### src/rtl/seg7_pkg.sv
// Shared constants and helpers for the multiplexed seven-segment display path.
package seg7_pkg;

    localparam int unsigned NUM_DIGITS = 4;
    localparam int unsigned SEG_W      = 7;

    // Segment order is {g,f,e,d,c,b,a}, active-low
    localparam logic [SEG_W-1:0] SEG_BLANK = 7'b1111111;

    localparam logic [SEG_W-1:0] SEG_DIGITS [0:9] = '{
        7'b1000000,  // 0
        7'b1111001,  // 1
        7'b0100100,  // 2
        7'b0110000,  // 3
        7'b0011001,  // 4
        7'b0010010,  // 5
        7'b0000010,  // 6
        7'b1111000,  // 7
        7'b0000000,  // 8
        7'b0010000   // 9
    };

    function automatic logic [NUM_DIGITS-1:0] onehot4(input logic [1:0] idx);
        return NUM_DIGITS'(4'b0001 << idx);
    endfunction

endpackage

### src/rtl/seven_segment_decoder.sv
// Combinational BCD to active-low seven-segment decode; non-BCD codes go dark.
module seven_segment_decoder
    import seg7_pkg::*;
(
    input  logic [3:0]       i_bcd,
    output logic [SEG_W-1:0] o_seg_c
);

    always_comb begin
        o_seg_c = SEG_BLANK;
        case (i_bcd)
            4'd0:    o_seg_c = SEG_DIGITS[0];
            4'd1:    o_seg_c = SEG_DIGITS[1];
            4'd2:    o_seg_c = SEG_DIGITS[2];
            4'd3:    o_seg_c = SEG_DIGITS[3];
            4'd4:    o_seg_c = SEG_DIGITS[4];
            4'd5:    o_seg_c = SEG_DIGITS[5];
            4'd6:    o_seg_c = SEG_DIGITS[6];
            4'd7:    o_seg_c = SEG_DIGITS[7];
            4'd8:    o_seg_c = SEG_DIGITS[8];
            4'd9:    o_seg_c = SEG_DIGITS[9];
            default: o_seg_c = SEG_BLANK;
        endcase
    end

endmodule

### src/rtl/seg7_scan_driver.sv
// Time-multiplexed 4-digit common-anode driver with blanking, leading-zero
// suppression, decimal points and frame-coherent shadow capture.
module seg7_scan_driver
    import seg7_pkg::*;
#(
    parameter int unsigned REFRESH_DIV  = 100_000,
    parameter int unsigned BLANK_CYCLES = 1_000,
    parameter int unsigned LZ_BLANK     = 1
) (
    input  logic                  clk,
    input  logic                  rst_n,
    input  logic                  en,
    input  logic [15:0]           bcd,
    input  logic [NUM_DIGITS-1:0] dp_in,
    output logic [SEG_W-1:0]      seg,
    output logic                  dp,
    output logic [NUM_DIGITS-1:0] an,
    output logic                  frame_tick
);

    localparam int unsigned CNT_W = (REFRESH_DIV > 1) ? $clog2(REFRESH_DIV) : 1;
    localparam bit          LZ_EN = (LZ_BLANK != 0);

    logic [CNT_W-1:0]      r_div_cnt,    w_div_cnt_nxt;
    logic [1:0]            r_idx,        w_idx_nxt;
    logic [15:0]           r_shadow_bcd, w_shadow_bcd_nxt;
    logic [NUM_DIGITS-1:0] r_shadow_dp,  w_shadow_dp_nxt;
    logic                  r_frame_tick, w_frame_tick_nxt;
    logic [NUM_DIGITS-1:0] r_an,         w_an_nxt;
    logic [SEG_W-1:0]      r_seg,        w_seg_nxt;
    logic                  r_dp,         w_dp_nxt;

    logic                  w_wrap;
    logic                  w_active;
    logic [3:0]            w_digit;
    logic [SEG_W-1:0]      w_dec_seg;
    logic [NUM_DIGITS-1:0] w_zero;
    logic [NUM_DIGITS-1:0] w_lz;

    assign w_wrap   = (r_div_cnt == CNT_W'(REFRESH_DIV - 1));
    assign w_active = en && (r_div_cnt >= CNT_W'(BLANK_CYCLES));
    assign w_digit  = r_shadow_bcd[{r_idx, 2'b00} +: 4];

    seven_segment_decoder u_decoder (
        .i_bcd   (w_digit),
        .o_seg_c (w_dec_seg)
    );

    // A digit is a leading zero when it and every digit to its left are zero
    always_comb begin
        w_zero = '0;
        w_lz   = '0;
        for (int i = 0; i < NUM_DIGITS; i++) begin
            w_zero[i] = (r_shadow_bcd[i*4 +: 4] == 4'd0);
        end
        if (LZ_EN) begin
            w_lz[3] = w_zero[3];
            w_lz[2] = w_zero[3] & w_zero[2];
            w_lz[1] = w_zero[3] & w_zero[2] & w_zero[1];
        end
    end

    always_comb begin
        w_div_cnt_nxt    = r_div_cnt + CNT_W'(1);
        w_idx_nxt        = r_idx;
        w_shadow_bcd_nxt = r_shadow_bcd;
        w_shadow_dp_nxt  = r_shadow_dp;
        w_frame_tick_nxt = 1'b0;
        w_an_nxt         = '0;
        w_seg_nxt        = SEG_BLANK;
        w_dp_nxt         = 1'b1;

        if (w_wrap) begin
            w_div_cnt_nxt = '0;
            w_idx_nxt     = r_idx + 2'd1;
            // Capture at the frame boundary so a frame never mixes old and new digits
            if (r_idx == 2'd3) begin
                w_shadow_bcd_nxt = bcd;
                w_shadow_dp_nxt  = dp_in;
                w_frame_tick_nxt = 1'b1;
            end
        end

        if (w_active) begin
            w_an_nxt  = onehot4(r_idx);
            w_seg_nxt = w_lz[r_idx] ? SEG_BLANK : w_dec_seg;
            w_dp_nxt  = ~r_shadow_dp[r_idx];
        end
    end

    always_ff @(posedge clk or negedge rst_n) begin
        if (!rst_n) begin
            r_div_cnt    <= '0;
            r_idx        <= '0;
            r_shadow_bcd <= '0;
            r_shadow_dp  <= '0;
            r_frame_tick <= 1'b0;
            r_an         <= '0;
            r_seg        <= SEG_BLANK;
            r_dp         <= 1'b1;
        end else begin
            r_div_cnt    <= w_div_cnt_nxt;
            r_idx        <= w_idx_nxt;
            r_shadow_bcd <= w_shadow_bcd_nxt;
            r_shadow_dp  <= w_shadow_dp_nxt;
            r_frame_tick <= w_frame_tick_nxt;
            r_an         <= w_an_nxt;
            r_seg        <= w_seg_nxt;
            r_dp         <= w_dp_nxt;
        end
    end

    assign an         = r_an;
    assign seg        = r_seg;
    assign dp         = r_dp;
    assign frame_tick = r_frame_tick;

endmodule

### config.mk
export PLATFORM = sky130hd
export DESIGN_NAME = seg7_scan_driver
export DESIGN_NICKNAME = d
export VERILOG_FILES = /design/src/rtl/seg7_pkg.sv /design/src/rtl/seven_segment_decoder.sv /design/src/rtl/seg7_scan_driver.sv
export SDC_FILE = /design/constraint.sdc
export NUM_CORES = 1
export LEC_CHECK = 0
export ABC_AREA = 1
export CAP_MARGIN = 5
export CORE_MARGIN = 2
export CORE_UTILIZATION = 25
export DETAILED_ROUTE_END_ITERATION = 12
export SLEW_MARGIN = 20
export SYNTH_ARGS = -nofsm -noshare
export SYNTH_HDL_FRONTEND = slang
export SYNTH_SLANG_ARGS = --single-unit
### constraint.sdc
create_clock -name clk -period 1.6 [get_ports clk]
set_input_delay 0.4 -clock clk [delete_from_list [all_inputs] [get_ports clk]]
set_output_delay 0.4 -clock clk [all_outputs]
set_load 0.005 [all_outputs]
Yosys cells after proc, flatten, opt, wreduce, memory -nomap -nowiden --
Memories as Yosys holds them, arrays and structs flattened. Cells that the tools add are included.
Word-level totals: ROM bits 112, input bits 23, register bits after elaboration 52, output and inout port bits 13, word-level logic and storage cells 36, memories 1
Memory list:
- (no name shown) | words 16, width 7, rd ports 1, clocked after memory_dff 0, wr ports 0, line seven_segment_decoder.sv:11 | case (i_bcd)
Operators by class: bitwise logic cells 3, mux-type cells 11, reductions and logical operators 5, shift operators 2, eq/ne operators 2, order comparisons 2, add/sub/neg operators 2
Operators with widths (number):
- adder 17 x 1 -> 17 bit, second input constant | 1
- == test 17 bit, second input constant | 1
- greater-or-equal comparator 17 x 10 -> 1 bit, second input constant | 1
- 2-to-1 mux 17 bit | 1
- indexed part select 16 x 5 -> 4 bit | 1
- 2-to-1 mux 7 bit | 2
- zero test 4 bit | 3
- 2-to-1 mux 1 bit | 5
- binary-select mux 1 bit (select 2 bit) | 2
- 2-to-1 mux 4 bit | 1
- left shift 1 x 2 -> 4 bit, first input constant | 1
- < comparator 2 x 3 -> 1 bit, second input constant | 1
- adder 2 x 1 -> 2 bit, second input constant | 1
- bitwise AND 1 bit | 2
- == test 2 bit, second input constant | 1
- AND reduction 2 bit | 1
- logical AND 1 bit | 1
- NOT 1 bit | 1

Longest topological paths before layout --
depth in word-level cells 7, mapped depth 10, depth with buffers taken out 10

Modules after synthesis --
From an unflattened synthesis, not the netlist that was laid out.
Second synthesis, totals: cell total of the unflattened synthesis 351, area total of the unflattened synthesis 2803.9 sq um
Modules (own cells, without submodules):
- seg7_scan_driver | seq. area each 1311.3 sq um, cells each 316, area an instance 2616.3 sq um, instances 1
- seven_segment_decoder | seq. area each 0.0 sq um, cells each 35, area an instance 187.7 sq um, instances 1

Worst setup path after synthesis --
Ideal clock, no wire load.
kind register to register, from register r_idx[0], to register r_seg[0], in the netlist seg[0], stages on the path, launching flop included 10, arrival time 1.440 ns, required time 1.513 ns, path slack 0.073 ns, library setup time 0.087 ns, clock period less this slack 1.527 ns, buffers on the path 1, path through dfrtp_1 -> buf_2 -> nand2_1 -> nand3_1 -> nand2_1 -> inv_1 -> ha_1 -> nand3b_1 -> nand3_1 -> nand3_1
Between the ends: longest elaborated chain between the ends 4, elaborated cells between the ends (all ways) 6, classes of those cells 1 x shift; 4 x mux; 1 x memory
RTL lines:
- start: declaration | line seg7_scan_driver.sv:25 | logic [1:0] r_idx, w_idx_nxt;
- start signal: assignment | line seg7_scan_driver.sv:103 | r_idx <= w_idx_nxt;
- indexed part select 16 x 5 -> 4 bit or binary-select mux 1 bit (select 2 bit) (tied branches) | line seg7_scan_driver.sv:42, seg7_scan_driver.sv:86
- memory read (16 x 7 bit) or 2-to-1 mux 1 bit (tied branches)
- 2-to-1 mux 7 bit * | line seg7_scan_driver.sv:86 | w_seg_nxt = w_lz[r_idx] ? SEG_BLANK : w_dec_seg;
- 2-to-1 mux 7 bit * | line seg7_scan_driver.sv:84 | if (w_active) begin
- via w_seg_nxt[0] | line seg7_scan_driver.sv:30 | logic [SEG_W-1:0] r_seg, w_seg_nxt;
- end signal: assignment | line seg7_scan_driver.sv:108 | r_seg <= w_seg_nxt;
- end: declaration | line seg7_scan_driver.sv:30
The timed path passes the listed nets; every way through them passes the cells marked *. The select of a mux whose other input is x is not followed. A chain may end at the register's enable or synchronous reset.

Final worst setup path --
from register r_div_cnt[0], to register r_shadow_bcd[9]
Between the ends: longest elaborated chain between the ends 2
RTL lines:
- start: declaration | line seg7_scan_driver.sv:24 | logic [CNT_W-1:0] r_div_cnt, w_div_cnt_nxt;
- start signal: assignment | line seg7_scan_driver.sv:102 | r_div_cnt <= w_div_cnt_nxt;
- == test 17 bit | line seg7_scan_driver.sv:40 | assign w_wrap = (r_div_cnt == CNT_W'(REFRESH_DIV - 1));
- AND reduction 2 bit (no source line)
- end signal: assignment | line seg7_scan_driver.sv:104 | r_shadow_bcd <= w_shadow_bcd_nxt;
- end: declaration | line seg7_scan_driver.sv:26 | logic [15:0] r_shadow_bcd, w_shadow_bcd_nxt;
Every way passes these cells.

==> metrics.md <==
| Metric | Value |
|---|---|
| Status | `finished, final reports clean` |
| Clock sink count | `52` |
| Maxcap violations | `0` |
| Design Area, Final | `around 0.0037 mm²` |
| Final WS setup | `0.0726 ns` |
| Die height | `110 µm` |
| Cells after Synth | `between 300 and 400` |
| Max H-tree Level | `2` |
| Syn-to-layout area delta | `30.6%` |
| Clk pin slew, worst setup/hold paths | `~0.070 ns` |
| Vias in the first global route | `2411` |
| Worst-case clock skew | `0.00746 ns` |
| Nature of the critical path startpoint | `flop` |
| Area post-placement | `about 0.0035 mm²` |
| Met1 Use GR | `15.7%` |
| Setup violations, final | `0` |
| Non-Filler Instances | `562` |
| Total congestion overflow | `0` |
| Share of layout cells above drive strength 1 | `around 15%` |
| CTS Root Cell | `clkbuf_16` |
| Busiest layer in global routing | `met2` |
| DP Worst Slack | `0.0382 ns` |
| Post-detail-place hpwl | `4.98 mm` |
| DRC | `0` |
| Final Core Density | `between 30 and 40%` |
| Multi-input gate area | `0.00132 mm²` |
| Input/output buffers | `35` |
| Most frequent cells in the layout | `102 x nand2_1, 45 x inv_1, 43 x dfrtp_1, 41 x nor2_1, 29 x nand3_1` |
| Starting density of the core | `25.9%` |
| Commonest non-fill, non-tap cell in the layout | `nand2_1` |
| All-Layer GR Usage | `11.1%` |
| Via density | `roughly 4.4` |
| Final Hold Fails | `0` |
| Final worst path period share | `95.5%` |
| M2 GR Usage | `16.9%` |
| Fmax | `655 MHz` |
| Final Critical Period | `1.53 ns` |
| Pin count of the biggest net entering global routing | `23` |
| Global Route met3 Usage | `2.96%` |
| Initial antenna violation count | `0` |
| Core area | `0.0109 mm²` |
| Clk_lat worst skew | `0.29 ns` |
| Power per Cell Area | `668 mW/mm²` |
| Sequential cell area fraction in the yosys report | `46.2%` |
| Post-synthesis area per instance | `around 8 µm²` |
| Slew Limit Fails | `0` |
| Crit Path Class | `reg2reg` |
| Hold Crit Class | `in2async` |
| Post-Syn Nets | `399` |
| Die Span X | `110 µm` |
| CP arrival | `roughly 1.7 ns` |
| Dpl cells | `549` |
| Final GP Congestion | `0.875` |
| 1st-iter DRT viols | `120` |
| Pre-antenna DRT Iters | `4` |
| Critical Path End Type | `flop` |
| Leak | `between 1.5 and 2 nW` |
| TritonCTS clock tree | `yes` |
| Worst slew margin | `about 75%` |
| Die footprint | `0.0122 mm²` |
| Clock buffer count from CTS | `5` |
| Global-route wire length before repair | `approximately 11 mm` |
| Drt total wl | `around 6.7 mm` |
| WL/cell | `11.9 µm` |
| Fill cells | `about 1200` |
| Post-synth cell types | `24` |
| Longest Clk Path Bufs | `2` |
| Post-DRT Antenna Nets | `0` |
| Final nets | `455` |
| ANT cells | `0` |
| Critical Path RT | `1.77 ns` |
| Synth Register Bits | `52` |
| Ports | `36` |
| Actual slew at the worst max-slew pin | `0.379 ns` |
| DR vias | `between 2000 and 2500` |
| Crit-path max FO | `21` |
| Hold Slack | `0.0119 ns` |
| Worst VDD drop | `between 400 and 500 µV` |
| Area occupied by registers | `0.00131 mm²` |
| Cell Area, Synth | `about 0.0028 mm²` |
| Synth warn | `0` |
| Num rows | `38` |
==> worst paths after layout <==
path	startpoint	endpoint	slack (ns)	cells after the start
max reg2reg	r_div_cnt[0]	r_shadow_bcd[9]	0.07	9
min	rst_n	r_div_cnt[0]	0.01	1
min in group clk	r_shadow_bcd[3]	r_shadow_bcd[3]	0.47	2
max in group asynchronous	rst_n	seg[2]	1.08	2
min reg2reg	r_shadow_bcd[3]	r_shadow_bcd[3]	0.47	2
max	r_div_cnt[0]	r_shadow_bcd[9]	0.07	9
==> worst max-delay path: stages, from the launching register on <==
cell	delay (ns)
dfrtp_1	0.44
ha_4	0.18
nand2_2	0.08
nor2_4	0.10
inv_2	0.06
nor2_4	0.16
nand3_2	0.11
buf_12	0.17
nand2_1	0.06
nand2_1	0.05
==> metal layers <==
layer | wire length [µm] | vias up | part of all wire, %
met5 | 0 | - | 0
met4 | 68 | 0 | 1.0
met3 | 330 | 4 | 4.9
met2 | 2940 | 55 | 44
met1 | 3330 | 1142 | 50
li1 | - | 1270 | -
==> sequential cells by signal, indices dropped and copies added (netlist names) <==
register      flops
frame_tick        1
r_shadow_dp       4
r_shadow_bcd     16
seg               7
dp                1
an                4
r_div_cnt        17
r_idx             2
==> metrics by stage <==
stage / power [W] / setup TNS, ns
floorplan: 0.00134 / 0
global placement: 0.00143 / 0
detailed placement: 0.00143 / 0
CTS: 0.00252 / 0
global route: 0.00256 / -0.570
finish: 0.00248 / 0
==> cells by family (layout without fill, tap and decap cells) <==
family                     after synthesis  in the layout  share of synthesized area, %
AOI/OAI and AO/OA                       14             14                          2.65
xor gates and xnor gates                 6              6                          1.85
adders and majority gates               11             11                          4.85
buffers and inverters                   60            117                          9.00
DFF                                     52             52                          46.2
and+or+nand+nor                        222            222                          35.4
==> cell usage after synthesis <==
cell type,number,area share [%]
inv_1,47,6.2
o21ai_2,1,0.31
ha_1,11,4.9
dfstp_2,8,7.4
nand3_2,1,0.35
nor2_2,1,0.22
nand4_1,26,5.7
clkbuf_1,2,0.26
nand3b_1,2,0.53
dfrtp_1,44,39
nand2_2,2,0.44
buf_2,3,0.53
xor2_1,6,1.9
nand3_1,32,5.6
nor3_4,1,0.57
o22ai_1,1,0.22
buf_6,2,0.79
nor2_4,3,1.2
o21ai_0,12,2.1
inv_2,3,0.40
nor3_1,7,1.2
nand2_1,105,14
nor2_1,42,5.6
buf_4,3,0.79
==> report_power, final <==
group | leakage, nW | internal [W] | switching [W]
clock network | 0.0742 | 0.000586 | 0.000483
logic | 1.13 | 0.0000552 | 0.0000373
registers | 0.578 | 0.00131 | 0
total | 1.78 | 0.00196 | 0.000520
==> final cells by class <==
cell class                      instances  share of cell area [%]
Clock inverter                          3                   0.608
Tap cell                              140                    4.73
Inverter                               50                    5.14
Sequential cell                        52                    35.4
Clock buffer                            5                    3.38
Timing Repair Buffer                   59                    15.2
Multi-Input combinational cell        253                    35.5
==> what timing repair did <==
action	4_1_cts	5_1_grt
pin swaps	0	5
endpoints found under the setup margin	8	28
resized for setup	8	18
hold buffers	0	0
setup buffers	0	4
gates cloned	0	1
No activity file was read; power rests on OpenSTA's default activity.
